## config.mk

```make
export PLATFORM = sky130hd
export DESIGN_NAME = mem_port_arbiter
export DESIGN_NICKNAME = d
export VERILOG_FILES = /design/src/rtl/mem_port_arbiter.sv
export SDC_FILE = /design/constraint.sdc
export NUM_CORES = 1
export LEC_CHECK = 0
export ABC_AREA = 1
export CORE_MARGIN = 8
export CORE_UTILIZATION = 43
export DETAILED_ROUTE_END_ITERATION = 7
export GPL_TIMING_DRIVEN = 1
export PLACE_DENSITY = 0.81
export SLEW_MARGIN = 30
export SYNTH_ARGS = -nofsm -noshare
export SYNTH_HDL_FRONTEND = slang
export SYNTH_SLANG_ARGS = --single-unit
```

## constraint.sdc

```tcl
create_clock -name clk -period 1.8 [get_ports clk]
set_clock_uncertainty 0.1 [all_clocks]
set_input_delay 0.36 -clock clk [delete_from_list [all_inputs] [get_ports clk]]
set_output_delay 0.36 -clock clk [all_outputs]
set_load 0.005 [all_outputs]
```

## src/rtl/mem_port_arbiter.sv

```systemverilog
// Arbiter sharing one single-ported memory between fetch (ifu) and
// load/store (lsu) paths through a 3-state FSM with a req/ack handshake.
//
// Optional build macro: ARB_ROUND_ROBIN_EN
//   defined   -> round-robin between ifu and lsu on contention
//   undefined -> fixed priority, lsu always beats ifu
//
// Ports:
//   clk, rst_n                  clock, async active-low reset
//   if_req/if_addr              fetch request in
//   if_gnt/if_rvalid/if_rdata   fetch accept, completion, data out
//   ls_req/ls_we/ls_addr/
//   ls_wdata/ls_wstrb           load/store request in
//   ls_gnt/ls_rvalid/ls_rdata   load/store accept, completion, data out
//   mem_req/mem_we/mem_addr/
//   mem_wdata/mem_wstrb         memory request out (held until mem_ack)
//   mem_ack/mem_rdata           memory completion and read data in
//   if_wait/ls_wait             stall flags to ctrl
//   bus_err                     one-cycle timeout pulse
module mem_port_arbiter #(
    parameter int ADDR_W  = 32,
    parameter int DATA_W  = 32,
    parameter int TIMEOUT = 255
) (
    input  logic                clk,
    input  logic                rst_n,
    input  logic                if_req,
    input  logic [ADDR_W-1:0]   if_addr,
    output logic                if_gnt,
    output logic                if_rvalid,
    output logic [DATA_W-1:0]   if_rdata,
    input  logic                ls_req,
    input  logic                ls_we,
    input  logic [ADDR_W-1:0]   ls_addr,
    input  logic [DATA_W-1:0]   ls_wdata,
    input  logic [DATA_W/8-1:0] ls_wstrb,
    output logic                ls_gnt,
    output logic                ls_rvalid,
    output logic [DATA_W-1:0]   ls_rdata,
    output logic                mem_req,
    output logic                mem_we,
    output logic [ADDR_W-1:0]   mem_addr,
    output logic [DATA_W-1:0]   mem_wdata,
    output logic [DATA_W/8-1:0] mem_wstrb,
    input  logic                mem_ack,
    input  logic [DATA_W-1:0]   mem_rdata,
    output logic                if_wait,
    output logic                ls_wait,
    output logic                bus_err
);

    typedef enum logic [1:0] {
        IDLE,
        BUSY_IF,
        BUSY_LS
    } state_t;

    // Abort fires on the edge that would bring the count to TIMEOUT.
    localparam logic [7:0] TMO_LAST = 8'(TIMEOUT - 1);

    state_t     state;
    logic [7:0] tmo_cnt;
    logic       winner_ls;
    logic       idle;

    assign idle = (state == IDLE);

`ifdef ARB_ROUND_ROBIN_EN
    logic last_ls;

    // On contention the side that did not own the last accept wins.
    always_comb begin
        winner_ls = ls_req & (~if_req | ~last_ls);
    end
`else
    always_comb begin
        winner_ls = ls_req;
    end
`endif

    assign ls_gnt  = idle & ls_req & winner_ls;
    assign if_gnt  = idle & if_req & ~winner_ls;
    assign if_wait = rst_n & if_req & ~if_gnt;
    assign ls_wait = rst_n & ls_req & ~ls_gnt;

    always_ff @(posedge clk or negedge rst_n) begin
        if (!rst_n) begin
            state     <= IDLE;
            tmo_cnt   <= '0;
            mem_req   <= 1'b0;
            mem_we    <= 1'b0;
            mem_addr  <= '0;
            mem_wdata <= '0;
            mem_wstrb <= '0;
            if_rvalid <= 1'b0;
            if_rdata  <= '0;
            ls_rvalid <= 1'b0;
            ls_rdata  <= '0;
            bus_err   <= 1'b0;
`ifdef ARB_ROUND_ROBIN_EN
            last_ls   <= 1'b0;
`endif
        end else begin
            if_rvalid <= 1'b0;
            ls_rvalid <= 1'b0;
            bus_err   <= 1'b0;
            case (state)
                IDLE: begin
                    if (ls_gnt) begin
                        state     <= BUSY_LS;
                        tmo_cnt   <= '0;
                        mem_req   <= 1'b1;
                        mem_we    <= ls_we;
                        mem_addr  <= ls_addr;
                        mem_wdata <= ls_wdata;
                        mem_wstrb <= ls_wstrb;
`ifdef ARB_ROUND_ROBIN_EN
                        last_ls   <= 1'b1;
`endif
                    end else if (if_gnt) begin
                        state     <= BUSY_IF;
                        tmo_cnt   <= '0;
                        mem_req   <= 1'b1;
                        mem_we    <= 1'b0;
                        mem_addr  <= if_addr;
                        mem_wdata <= '0;
                        mem_wstrb <= '1;
`ifdef ARB_ROUND_ROBIN_EN
                        last_ls   <= 1'b0;
`endif
                    end
                end
                BUSY_IF, BUSY_LS: begin
                    // An ack in the timeout cycle still completes normally.
                    if (mem_ack) begin
                        state   <= IDLE;
                        mem_req <= 1'b0;
                        if (state == BUSY_IF) begin
                            if_rvalid <= 1'b1;
                            if_rdata  <= mem_rdata;
                        end else begin
                            ls_rvalid <= 1'b1;
                            ls_rdata  <= mem_we ? '0 : mem_rdata;
                        end
                    end else if (tmo_cnt == TMO_LAST) begin
                        state   <= IDLE;
                        mem_req <= 1'b0;
                        bus_err <= 1'b1;
                        if (state == BUSY_IF) begin
                            if_rvalid <= 1'b1;
                            if_rdata  <= '0;
                        end else begin
                            ls_rvalid <= 1'b1;
                            ls_rdata  <= '0;
                        end
                    end else begin
                        tmo_cnt <= tmo_cnt + 8'd1;
                    end
                end
                default: state <= IDLE;
            endcase
        end
    end

endmodule

```

==> results of run 1 <==
## power groups by stage
| stage | combinational, mW | sequential (mW) | clock [mW] |
|---|---|---|---|
| after floorplan | 2.81 | 5.40 | 0 |
| after global placement | 6.89 | 5.33 | 0 |
| after detailed placement | 6.99 | 5.35 | 0 |
| after CTS | 7.03 | 5.34 | 3.37 |
| after global routing | 7.96 | 5.48 | 3.50 |
| final | 7.32 | 5.33 | 3.30 |
## flip-flops by register name (all words and copies together) (netlist names)
register   cells
mem_req        1
mem_wstrb      4
ls_rvalid      1
mem_we         1
ls_rdata      32
bus_err        1
if_rdata      32
mem_wdata     32
state          2
if_rvalid      1
mem_addr      32
tmo_cnt        8
## synth_stat cells (all sizes together)
| cell type | count |
|---|---|
| or2 | 1 |
| o21ai | 27 |
| buf | 35 |
| nor3 | 2 |
| nand2 | 260 |
| xor2 | 1 |
| nand4 | 32 |
| inv | 17 |
| nor2 | 64 |
| o21bai | 1 |
| a21oi | 21 |
| a22o | 33 |
| nand3 | 53 |
| o22a | 4 |
| dfrtp | 147 |
| nand3b | 1 |
| ha | 4 |
| clkbuf | 16 |
## critical path: stages, from the launching register on
cell and delay (ps):
dfrtp_1 390, inv_2 80, ha_4 160, nand2_2 50
inv_2 60, nand2_2 50, inv_2 60, nor2_1 30
buf_2 110
## cell type report
type / instances / area [um2]
fillers: 1097 / 4240
multi-input cells: 506 / 2460
inverters: 17 / 66.3
repair buffers: 325 / 3360
flip-flops and latches: 147 / 3680
clock buffers: 22 / 464
clock inverters: 9 / 82.6
well taps: 184 / 230
## stage by stage
step / setup WS, ps / utilization [%] / setup TNS (ps) / cell area [um2]
2_1_floorplan: 122 / - / 0 / 6430
3_3_place_gp: -304 / 64.7 / -12450 / 9440
3_5_place_dp: -312 / 64.7 / -14100 / 9440
4_1_cts: -79.2 / 68.8 / -205 / 10000
5_1_grt: -190 / 70.9 / -2510 / 10300
6_report: -81.9 / 70.9 / -278 / 10300
## repair_timing
action,in CTS,in global routing
pin swaps,3,5
endpoints found under the setup margin,94,182
resized for setup,44,49
hold buffers,1,0
endpoints found under the hold margin,1,0
cloned,0,5
setup buffers,4,11
## routing by layer
layer | vias up | track usage, % | wire (um)
met5 | - | 0 | 15
met4 | 2 | 6.75 | 414
met3 | 33 | 9.73 | 2320
met2 | 291 | 37.6 | 11600
met1 | 3014 | 26.2 | 8810
li1 | 2970 | - | -
## final timing paths
| path | slack (ps) | from | cells after the start | endpoint |
|---|---|---|---|---|
| worst max register to register | -30 | state[0]$_DFFE_PN0P_ | 9 | mem_wdata[29]$_DFFE_PN0P_ |
| min in group clk | 100 | mem_ack | 2 | bus_err$_DFF_PN0_ |
| worst max-delay path | -80 | state[0]$_DFFE_PN0P_ | 8 | if_wait |
| max in group asynchronous | 980 | rst_n | 2 | mem_wdata[17]$_DFFE_PN0P_ |
| worst min register to register | 370 | if_rdata[22]$_DFFE_PN0P_ | 2 | if_rdata[22]$_DFFE_PN0P_ |
| worst min-delay path | 20 | rst_n | 2 | if_rdata[15]$_DFFE_PN0P_ |
## cell families after synthesis
logic type               count (synthesis)
AO/OA/AOI/OAI                           86
XOR/XNOR                                 1
adder cells (fa/ha/maj)                  4
buffers and inverters                   68
flip-flops                             147
AND/OR/NAND/NOR                        413
==> metrics.txt, run 1 <==
combinational cell fraction of total power=45.9%; Clk Tree Root Cell=clkbuf_16; Mean Syn Cell Area=8.94 um2; area delta synth->final=60.9%; Net Sw Frac=34.7%; die height=138 um; leading area contributor after synthesis=dfrtp_1; Die Wd=138 um; H-Tree Depth=4; Compound-Gate Fraction of Synth Area=8.95%; clk slew on worst S/H paths=50 ps; Period Utilization, post-route=105%; DR iter-0 viols=398; Clock power frac=20.7%; CTS tree=built; post-synthesis cell count=719; worst min path class=in -> async; Tot GR Track Use=22.7%; clk buf depth=2; yosys warns=0; Post-Synth Adder-Cell Area=0.779%; leading cell type in the layout, fill and taps excluded=nand2_1; final std cells w/o fill=1210; # port buffers=278; RSZ-0062 raised after global routing=yes; PwrDens=1540 mW/mm2; initial antenna violation count=1; Syn Std Cell Area=0.00643 mm2; DRC violations left=0; minimum hold slack=21.7 ps; RePlAce Congestion=0.852; clock sinks=147; mux contribution to synthesized area=0%; VDD IR max=0.902 mV; Final nets=1156; switching power=5.53 mW; internal power=10.4 mW; setup violators final=9; Cell variety after synth=28; gr ovfl total=0; Initial Utilization=44.1%; Hold Vio Cnt, Final=0; Leak=5.36 nW; dpl hpwl=16000 um; first-pass GRT wire length=34500 um; worst setup margin=-81.9 ps; Peak Freq=531 MHz; Ports=279; number of CTS-inserted buffers=17; dpl cells=1159; Antenna Violating Nets Remaining=0; commonest non-fill, non-tap cells in the layout=nand2_1 (254), clkdlybuf4s50_1 (217), dfrtp_1 (147); fraction of layout cells with a size suffix above 1=10.0%; Simple-Gate Fraction of Synth Area=27.1%; Seq/Total Area, Yosys=57.2%; Core Box Area=0.0146 mm2; via count=6310; CP required=1340 ps; clock latency on the worst-skew pair=410 ps; largest net degree at the start of global routing=147; crit start category=register; violated checks=setup timing; Core Rows=44; Rel. slew slack=47.1%; Tot Pwr=16.0 mW; Slew @ Worst Pin=793 ps; Critical Path Sink Type=output port; die area=0.0191 mm2; main combinational cell family by area after synthesis=simple AND/OR/NAND/NOR gates; final slew viol count=0; Synth Net Count=861; first drt pass iteration count=5; sequential power share=33.4%; CP arrival=1420 ps; top cells by area, synth=dfrtp_1 (57%), nand2_1 (15%), a22o_1 (4.5%); drt total wl=23100 um; status=complete, but fails checks; synthesized flop and latch total=147; number of global-route vias before repair=6073; Synth Area in XOR/XNOR=0.136%; critical path fanouts, max=3; critical setup path kind=reg -> out; vias per cell=5.21; Max-Cap Viols=0; post-synth top area share=57.2%; # diodes=0; routed len/inst=19.1 um; Period minus WS final=1880 ps
Note: power is estimated with default switching activity, not from simulation.
==> run 2, diff against run 1 <==
--- a/config.mk
+++ b/config.mk
@@ -5,9 +5,8 @@
 export SDC_FILE = /design/constraint.sdc
 export NUM_CORES = 1
 export LEC_CHECK = 0
-export ABC_AREA = 1
 export CORE_MARGIN = 8
-export CORE_UTILIZATION = 43
+export CORE_UTILIZATION = 41
 export DETAILED_ROUTE_END_ITERATION = 7
 export GPL_TIMING_DRIVEN = 1
 export PLACE_DENSITY = 0.81
==> run 2 against run 1 <==
Effect of this change:
- the run ends with hold timing, setup timing left
- sequential power is 8.3% higher
- sequential share of layout area is 1.1 points higher
- largest cell class unchanged
- core utilization is 1.3 points higher
- design area is 3.1% lower
- largest power group unchanged
- synthesized cell count is 36% lower
- setup slack worse by 5.9 ps
- routed wire length is 5.4% lower
==> metrics.txt, run 2 <==
status=complete, but fails checks; violated checks=hold timing, setup timing; final slew viol count=0; CP arrival=1430 ps; Period minus WS final=1890 ps; DRC violations left=0; Period Utilization, post-route=105%; RePlAce Congestion=0.850; Ports=279; critical setup path kind=in -> out; Slew @ Worst Pin=806 ps; Tot Pwr=17.4 mW; setup violators final=26; via count=5632; ys flop type=dfrtp_1; fraction of layout cells with a size suffix above 1=15.4%; H-Tree Depth=4; synth cell count leaders=dfrtp_1 (147), a22o_1 (98), o22ai_1 (65); die area=0.0183 mm2; leading area contributor after synthesis=dfrtp_1; Setup TNS=-582 ps; Critical Path Sink Type=output port; Post-synth ARST share=100%; most frequent cell after synthesis=dfrtp_1; Antenna Violating Nets Remaining=0; die height=135 um; largest net degree at the start of global routing=148; leading cell type in the layout, fill and taps excluded=clkdlybuf4s50_1; initial antenna violation count=0; Post-DP Area=0.00898 mm2; Worst Setup SP=if_req; clk slew on worst S/H paths=50 ps; clock latency on the worst-skew pair=410 ps; critical path fanouts, max=9; Worst R2R Start=state[0]$_DFFE_PN0P_; # port buffers=278; synthesized flop and latch total=147; dpl hpwl=14900 um; VDD IR max=0.739 mV; routed len/inst=22.6 um; Clk Tree Root Cell=clkbuf_16; worst min path class=in -> async; Final Util=72.2%; Design Area, Final=0.0100 mm2; R2R Path End=tmo_cnt[2]$_DFFE_PN0P_; top cells by area, synth=dfrtp_1 (63%), a22o_1 (15%), o22ai_1 (7.0%); Mean Syn Cell Area=12.6 um2; Core Box Area=0.0139 mm2; commonest non-fill, non-tap cells in the layout=clkdlybuf4s50_1 (224), dfrtp_1 (147), a22o_1 (98); number of CTS-inserted buffers=17; Die Wd=135 um; drt total wl=21900 um; RSZ-0062 raised after global routing=yes; Leak=4.72 nW; crit start category=primary input; Rel. slew slack=46.3%; clock sinks=147; final std cells w/o fill=968; Reg2Reg Setup Slack=-80 ps; number of synthesized flops with an enable pin=0; first-pass GRT wire length=33500 um; # diodes=0; minimum hold slack=-41.1 ps; CTS tree=built; Cell variety after synth=42; Seq/Total Area, Yosys=63.1%; post-synthesis cell count=462; Max-Cap Viols=0; Initial Utilization=42.0%; yosys warns=0; worst setup margin=-87.8 ps; Final nets=917; DR iter-0 viols=371; gr ovfl total=0; PwrDens=1740 mW/mm2; area delta synth->final=72.0%; vias per cell=5.82; Syn Std Cell Area=0.00583 mm2; Synth Net Count=604; CP required=1340 ps; post-synth top area share=63.1%; Tot GR Track Use=23.2%; dpl cells=911; pre-CTS WS=-424 ps; number of global-route vias before repair=6053; clk buf depth=2; crit path capture=if_gnt; Hold Vio Cnt, Final=11; Peak Freq=530 MHz; first drt pass iteration count=5; Core Rows=43; R2R depth=8
[run 2: changes by cell type after synthesis, sizes merged, moves of 31 or more]
cell | before | now
nor2 | 64 | 6
nand4 | 32 | 1
nand3 | 53 | 5
a22o | 33 | 98
o22ai | 0 | 65
nand2 | 260 | 6
[run 2: worst min path at each step]
stage / depth (start not counted) / startpoint / slack, ps / end
floorplan: 0 / rst_n / -40 / bus_err$_DFF_PN0_
global placement: 1 / mem_wstrb[1]$_DFFE_PN0P_ / 380 / mem_wstrb[1]$_DFFE_PN0P_
detailed placement: 1 / mem_wdata[20]$_DFFE_PN0P_ / 390 / mem_wdata[20]$_DFFE_PN0P_
CTS: 2 / rst_n / 30 / mem_wstrb[0]$_DFFE_PN0P_
global route: 2 / rst_n / 80 / if_rdata[0]$_DFFE_PN0P_
finish: 2 / rst_n / -40 / if_rdata[0]$_DFFE_PN0P_
[run 2: metal layers]
layer / share of wire, % / wire length [um] / GRT usage (%)
met1: 37 / 8180 / 26.6
met2: 49 / 10700 / 38.1
met3: 9.1 / 1980 / 7.20
met4: 4.5 / 975 / 12.8
met5: 0 / 0 / 0
[run 2: kinds of logic after synthesis]
family          synth area share, %
simple gates                   3.97
compound gates                 28.5
buf+inv                        3.39
flops                          63.1
mux                           0.193
fa+ha+maj                     0.859
[run 2: worst max-delay path, cell delays in order]
cell and delay [ps]:
clkdlybuf4s50_1 700, inv_1 130, nor2_2 120, buf_2 110
[run 2: timing repair]
action | in CTS | in global routing
setup buffers | 15 | 10
pin swaps | 11 | 11
gates resized for setup | 57 | 52
hold buffers | 0 | 0
endpoints found under the setup margin | 57 | 155
cloned | 2 | 0
[run 2: layout make-up]
type	instances	area (um2)
Clock buffer	25	505
Clock inverter	7	120
Fill cell	914	3860
Inverter	9	40.0
Multi-Input combinational cell	267	2060
Sequential cell	147	3680
Tap cell	180	225
Timing Repair Buffer	333	3390
[run 2: where the power goes]
| group | internal [mW] | switching [mW] | leakage [nW] |
|---|---|---|---|
| clock | 2.37 | 1.29 | 0.304 |
| sequential | 4.78 | 0.993 | 1.82 |
| combinational | 4.75 | 3.21 | 2.59 |
